[src/rtl/regfile.sv]
`default_nettype none
//==============================================================================
// Module  : regfile
// Brief   : 32x32 register file with busy scoreboard, write bypass and a
//           registered valid/ready operand stage.
// Rev     : 1.0
//==============================================================================
module regfile (
    input  logic        clk,
    input  logic        rst_n,
    input  logic        i_wen,
    input  logic [4:0]  i_waddr,
    input  logic [31:0] i_wdata,
    input  logic        i_decoder_valid,
    output logic        o_regfile_ready,
    input  logic [4:0]  i_rs1_addr,
    input  logic [4:0]  i_rs2_addr,
    input  logic        i_claim_en,
    input  logic [4:0]  i_rd_addr,
    input  logic        i_flush,
    output logic        o_regfile_valid,
    input  logic        i_executor_ready,
    output logic [31:0] o_rs1_data,
    output logic [31:0] o_rs2_data
);

    logic [31:0] w_regs [0:31];
    logic [31:0] r_busy;
    logic [31:0] w_busy_next;
    logic        r_valid;
    logic [31:0] r_rs1_data;
    logic [31:0] r_rs2_data;

    logic        w_wr_en;
    logic        w_byp1;
    logic        w_byp2;
    logic        w_hz1;
    logic        w_hz2;
    logic        w_accept;
    logic [31:0] w_src1;
    logic [31:0] w_src2;

    // x0 never gets storage; it is hardwired to zero.
    assign w_wr_en   = i_wen && (i_waddr != 5'd0);
    assign w_regs[0] = 32'd0;

    generate
        for (genvar gi = 1; gi < 32; gi++) begin : g_reg
            logic [31:0] r_q;
            always_ff @(posedge clk or negedge rst_n) begin
                if (!rst_n) begin
                    r_q <= 32'd0;
                end else if (w_wr_en && (i_waddr == 5'(gi))) begin
                    r_q <= i_wdata;
                end
            end
            assign w_regs[gi] = r_q;
        end
    endgenerate

    // A writeback landing this cycle both resolves the hazard and feeds the operand.
    assign w_byp1 = w_wr_en && (i_waddr == i_rs1_addr);
    assign w_byp2 = w_wr_en && (i_waddr == i_rs2_addr);
    assign w_hz1  = r_busy[i_rs1_addr] && !w_byp1;
    assign w_hz2  = r_busy[i_rs2_addr] && !w_byp2;
    assign w_src1 = w_byp1 ? i_wdata : w_regs[i_rs1_addr];
    assign w_src2 = w_byp2 ? i_wdata : w_regs[i_rs2_addr];

    assign o_regfile_ready = rst_n && !i_flush && !w_hz1 && !w_hz2 &&
                             (!r_valid || i_executor_ready);
    assign w_accept        = i_decoder_valid && o_regfile_ready;

    // Clear before set so a same-cycle re-claim of the retiring index wins.
    always_comb begin
        w_busy_next = r_busy;
        if (i_flush) begin
            w_busy_next = 32'd0;
        end else begin
            if (w_wr_en) begin
                w_busy_next[i_waddr] = 1'b0;
            end
            if (w_accept && i_claim_en) begin
                w_busy_next[i_rd_addr] = 1'b1;
            end
        end
        w_busy_next[0] = 1'b0;
    end

    always_ff @(posedge clk or negedge rst_n) begin
        if (!rst_n) begin
            r_busy <= 32'd0;
        end else begin
            r_busy <= w_busy_next;
        end
    end

    always_ff @(posedge clk or negedge rst_n) begin
        if (!rst_n) begin
            r_valid    <= 1'b0;
            r_rs1_data <= 32'd0;
            r_rs2_data <= 32'd0;
        end else begin
            if (i_flush) begin
                r_valid <= 1'b0;
            end else if (w_accept) begin
                r_valid <= 1'b1;
            end else if (r_valid && i_executor_ready) begin
                r_valid <= 1'b0;
            end
            if (w_accept) begin
                r_rs1_data <= w_src1;
                r_rs2_data <= w_src2;
            end
        end
    end

    assign o_regfile_valid = r_valid;
    assign o_rs1_data      = r_rs1_data;
    assign o_rs2_data      = r_rs2_data;

endmodule
`default_nettype wire

[config.mk]
export PLATFORM = sky130hd
export DESIGN_NAME = regfile
export DESIGN_NICKNAME = d
export VERILOG_FILES = /design/src/rtl/regfile.sv
export SDC_FILE = /design/constraint.sdc
export NUM_CORES = 2
export LEC_CHECK = 0
export CAP_MARGIN = 20
export CORE_MARGIN = 2
export CORE_UTILIZATION = 40
export DETAILED_ROUTE_END_ITERATION = 8
export PLACE_DENSITY = 0.6
export SLEW_MARGIN = 30
export SYNTH_ARGS = -nofsm -noshare
export SYNTH_HDL_FRONTEND = slang
export SYNTH_SLANG_ARGS = --single-unit
[constraint.sdc]
create_clock -name clk -period 2.4 [get_ports clk]
set_input_delay 0.36 -clock clk [delete_from_list [all_inputs] [get_ports clk]]
set_output_delay 0.36 -clock clk [all_outputs]
set_load 0.1 [all_outputs]
# ---- Word-level counts from Yosys, hierarchy flattened
# Cells that the tools add are included.
dict set report word_totals {
  inputBits 59
  reg_bits 1088
  output_inout_bits 66
}
dict set report op_classes {
  bitwise_logic 5
  reduce_logical 54
  mux 23
  n_lt_le_gt_ge 8
  eq_ne 33
}
# op n
set op_table {}
lappend op_table {{$bmux 32 s5} 2}
lappend op_table {{$mux 32} 10}
lappend op_table {{$eq 5x5->1 const B} 16}
lappend op_table {{$logic_and 1x1->1} 45}
lappend op_table {{$eq 5x4->1 const B} 8}
lappend op_table {{$and 32x32->32} 1}
lappend op_table {{$not 32->32} 1}
lappend op_table {{$or 32x32->32} 1}
lappend op_table {{$lt 5x6->1 const B} 4}
lappend op_table {{$eq 5x3->1 const B} 4}
lappend op_table {{$ge 6x6->1 const B} 2}
lappend op_table {{$not 5->6} 2}
lappend op_table {{$bmux 1 s5} 2}
lappend op_table {{$demux 1 s5} 2}
lappend op_table {{$eq 5x2->1 const B} 2}
lappend op_table {{$eq 5x5->1} 2}
lappend op_table {{$ge 5x1->1 const B} 2}
lappend op_table {{$mux 1} 7}
lappend op_table {{$logic_not 1->1} 6}
lappend op_table {{$eq 5x1->1 const B} 1}
lappend op_table {{$reduce_bool 5->1} 1}
lappend op_table {{$reduce_bool 3->1} 1}
lappend op_table {{$logic_or 1x1->1} 1}

# ---- Logic depth before layout (Yosys ltp)
dict set report depth {
  word_depth 13
  depth_mapped 11
  mapped_depth_nobuf 6
}

# ---- Least setup slack after synthesis
# OpenSTA, ideal clock, no wires.
dict set report synth_timing {
  path_kind {input to output}
  startpoint {input port i_rs1_addr[0]}
  endpoint {output port o_regfile_ready}
  required_time_ps 2040
  arrival_time_ps 2314
  path_slack_ps -274
  path_stages 8
  cell_sequence {buf_4 > buf_6 > buf_6 > mux2i_1 > o22ai_1 > a2111o_1 > o2111ai_2 > and3_1}
}
dict set report synth_between {
  elab_chain_cells 8
  elab_cells_between_ends 10
  cone_classes {eq/ne: 1; mux: 2; reduce/logical: 7}
}
# element line_no
set synth_lines {}
lappend synth_lines {{start: declaration} 16} ;# input logic [4:0] i_rs1_addr,
lappend synth_lines {{parallel branches: the longest is 3 deep, another holds $bmux 1 s5} n/a}
lappend synth_lines {{$logic_and 1x1->1 (*)} 64} ;# assign w_hz1 = r_busy[i_rs1_addr] && !w_byp1;
lappend synth_lines {{$logic_not 1->1 (*)} 69} ;# assign o_regfile_ready = rst_n && !i_flush && !w_hz1 && !w_hz2 &&
lappend synth_lines {{$logic_and 1x1->1 (*) (3 in a row)} 69}
lappend synth_lines {{end: declaration} 15} ;# output logic o_regfile_ready,
# Mark *: on every way between the ends. The select of a mux whose other input is x is not followed.

# ---- Worst setup path in the final report
dict set report layout_timing {
  startpoint {register r_busy[19]}
  endpoint {output port o_regfile_ready}
}
dict set report layout_between {
  elab_chain_cells 7
  elab_cells_between_ends 11
  cone_classes {mux: 4; reduce/logical: 7}
}
# element line_no
set layout_lines {}
lappend layout_lines {{start: declaration} 28} ;# logic [31:0] r_busy;
lappend layout_lines {{start signal: assignment} 93} ;# r_busy <= w_busy_next;
lappend layout_lines {{$bmux 1 s5} 64}
lappend layout_lines {{$mux 1 (not written as such)} 64}
lappend layout_lines {{$logic_and 1x1->1} 64}
lappend layout_lines {{$logic_not 1->1} 69}
lappend layout_lines {{$logic_and 1x1->1} 69}
lappend layout_lines {{$logic_and 1x1->1 (*) (2 in a row)} 69}
# Mark *: on every way between the ends. The rest lies on a longest branch, timed or not. The select of a mux whose other input is x is not followed.

==> metrics.csv <==
metric,value,unit
run_status,"finished, violations left",
violations,setup timing,
fin_area,70300,um2
place_area,65000,um2
path_buf_inv,2,
cp.required,2040,ps
drc,0,
leakage,30.5,nW
grt_pass1_vias,39100,
combPwrFrac,25.0,%
clock_latency,770,ps
drt-pass1-iter-count,7,
layout-drive-gt1-share,60.0,%
die_w,384,um
tightest_slew,890,ps
nNetsFinal,4153,
clk_path_buf_depth,3,
syn_inst,3768,
io-pin-count,125,
rsz0062_at_grt,true,
die-area,148000,um2
gp_congestion,0.849,
p_total,59.8,mW
crit_path_cell_trace,mux4_2 -> a2111o_1 -> o2111ai_2 -> buf_4 -> and3_4 -> buf_12,
fin_util,49.0,%
p_sw_share,30.2,%
dr.first_iter.drc_count,3174,
grt_max_degree,156,
antenna_found_initial,2,
hpwl,119000,um
ant_nets,0,
seqPwrFrac,41.2,%
max_stage_delay,530,ps
p_int,41.8,mW
std_cell_rows,139,
synth_ff_type,dfrtp_1,
core_area,143000,um2
instances_no_fill,6097,
post-route-period-util,127,%
cp-startpoint,r_busy[19],
cts_made_buffers,130,
hold_class,primary input to asynchronous set/reset pin,
cts_sinks,1088,
track_usage,25.5,%
vias_per_cell,6.15,
hold_viol,0,
drv_slew,0,
cp_max_fo,3,
p_sw,18.1,mW
hold_ws,241,ps
fill_cells,12200,
initial_core_util,40.3,%
r2r-start,r_busy[19],
synth_nets,3827,
syn_avg_cell_area,15.3,um2
max_freq,328,MHz
area_growth,21.5,%
post-route-min-period,3050,ps
setup_viol,85,
path_class,register to output pin,
clkTransAtPathRegs,60,ps
synth_edf_count,0,
synth.distinct_cells,50,
maxCapViolations,0,
final.setup_skew,23.3,ps
critPathTopFamily,multiplexers,
cts_tree,yes,
clkPwrFrac,33.9,%
die_h,384,um
cp-start-kind,register,
ys_seq_elements,1088,
seq_area_frac_synth,47.1,%
yosys_warnings,0,
wl,186000,um
htreeDepth,4,
relSlewSlack,40.5,%
dpl.cell_count,5842,
cts_root_buf,clkbuf_16,
vias,37500,
wl_per_cell,30.6,um
gr-total-overflow,0,
peakVddDrop,755,uV
power_density,852,nW/um2
grt_pass1_wl,275000,um
syn_area,57800,um2
worst_slack,-650,ps
endpoint_kind,output pin,
slowest_stage,mux4_2,
port_buffers,124,
critPathArrivalTime,2690,ps
async_reset_ff_share,100,%
## sequential cells by signal, summed over array words and instances (netlist names)
| signal | flops |
|---|---|
| o_rs2_data | 32 |
| o_rs1_data | 32 |
| r_busy | 31 |
| o_regfile_valid | 1 |
| g.r_q | 992 |
## synth_stat cells, drive strengths merged (3+ instances only)
cell / number / share of area (%)
nand2b: 13 / 0.14
o31ai: 6 / 0.078
or3b: 14 / 0.21
nor3: 12 / 0.10
a221oi: 25 / 0.38
nor2: 50 / 0.32
clkbuf: 281 / 1.8
o211ai: 6 / 0.078
nand4: 6 / 0.065
xnor2: 10 / 0.15
a22o: 41 / 0.62
nor2b: 10 / 0.11
or3: 3 / 0.032
o21ai: 73 / 0.63
nand2: 88 / 0.57
mux2i: 58 / 1.0
mux4: 543 / 21
or2: 3 / 0.032
o41ai: 23 / 0.43
inv: 5 / 0.032
o32ai: 17 / 0.26
nand3b: 18 / 0.23
nand3: 25 / 0.23
dfrtp: 1088 / 47
buf: 127 / 1.2
a22oi: 34 / 0.44
mux2: 1127 / 22
or4: 3 / 0.039
a21oi: 40 / 0.35
## worst min-delay path, cell delays in order
cell and delay [ps]:
dlygate4sd3_1 570, buf_8 130, buf_12 310
## worst paths after layout
kind	to	slack [ps]	cells after the start
worst max-delay path	o_regfile_ready	-650	6
worst min-delay path	g_reg[19].r_q[2]	240	3
worst max register to register	o_rs2_data[25]	-210	9
worst min register to register	o_rs1_data[3]	510	1
max in group asynchronous	g_reg[22].r_q[23]	930	5
min in group clk	g_reg[8].r_q[5]	420	2
## layout by cell type, fill, tap and decap left out, types with 41 or more instances in the layout
cell and instances:
mux2_2 1123, dfrtp_1 1088, mux4_2 543, buf_4 379, buf_12 154, clkbuf_16 132, nand2_1 82, mux2i_1 58
o21ai_0 52, clkdlybuf4s50_1 47, a22o_1 41
## cell families (layout without fill, tap and decap cells)
group / Yosys count / in the layout / share of synthesized area [%]
mux: 1728 / 1728 / 44.1
other cells: 0 / 2 / 0
buf+inv: 413 / 837 / 3.04
flops: 1088 / 1088 / 47.1
simple gates: 255 / 255 / 2.22
xor+xnor: 10 / 10 / 0.151
compound gates: 274 / 274 / 3.41
## per-layer routing
layer | up-vias | global-route usage (%) | part of all wire, %
met2 | 1262 | 40.3 | 47
met4 | 2 | 8.05 | 3.2
met1 | 20500 | 35.4 | 43
met3 | 351 | 5.20 | 6.4
li1 | 15300 | - | -
met5 | - | 0 | 0.0059
## power groups by stage
| stage | clock [mW] | combinational (mW) | sequential [mW] |
|---|---|---|---|
| finish | 20.3 | 14.9 | 24.6 |
| global route | 21.4 | 15.8 | 25.1 |
| CTS | 20.6 | 15.0 | 24.6 |
| detailed placement | 0 | 14.9 | 24.9 |
| global placement | 0 | 14.6 | 24.8 |
| floorplan | 0 | 8.48 | 26.8 |
## cell type report
class | count | area (um2) | share of cell area, %
diodes | 2 | 5.00 | 0.00712
clock buffers | 187 | 3740 | 5.32
clock inverters | 43 | 591 | 0.840
inverters | 5 | 21.3 | 0.0303
multi-input cells | 2267 | 29500 | 42.0
flip-flops and latches | 1088 | 27200 | 38.7
well taps | 1903 | 2380 | 3.39
repair buffers | 602 | 6800 | 9.68
## metrics by stage
step | setup WS (ps) | TNS [ps]
3_3_place_gp | -948 | -251470
5_1_grt | -696 | -11560
6_report | -650 | -9200
2_1_floorplan | 2.94 | 0
4_1_cts | -685 | -10000
3_5_place_dp | -920 | -237000
## what timing repair did
| action | in CTS | in global routing |
|---|---|---|
| gates cloned | 7 | 0 |
| setup endpoints to repair | 80 | 94 |
| buffers inserted | 13 | 6 |
| gates resized for setup | 53 | 34 |
| endpoints found under the hold margin | 29 | 0 |
| pin swaps | 22 | 16 |
| hold buffers | 1 | 0 |
(Power assumes the default switching activity.)
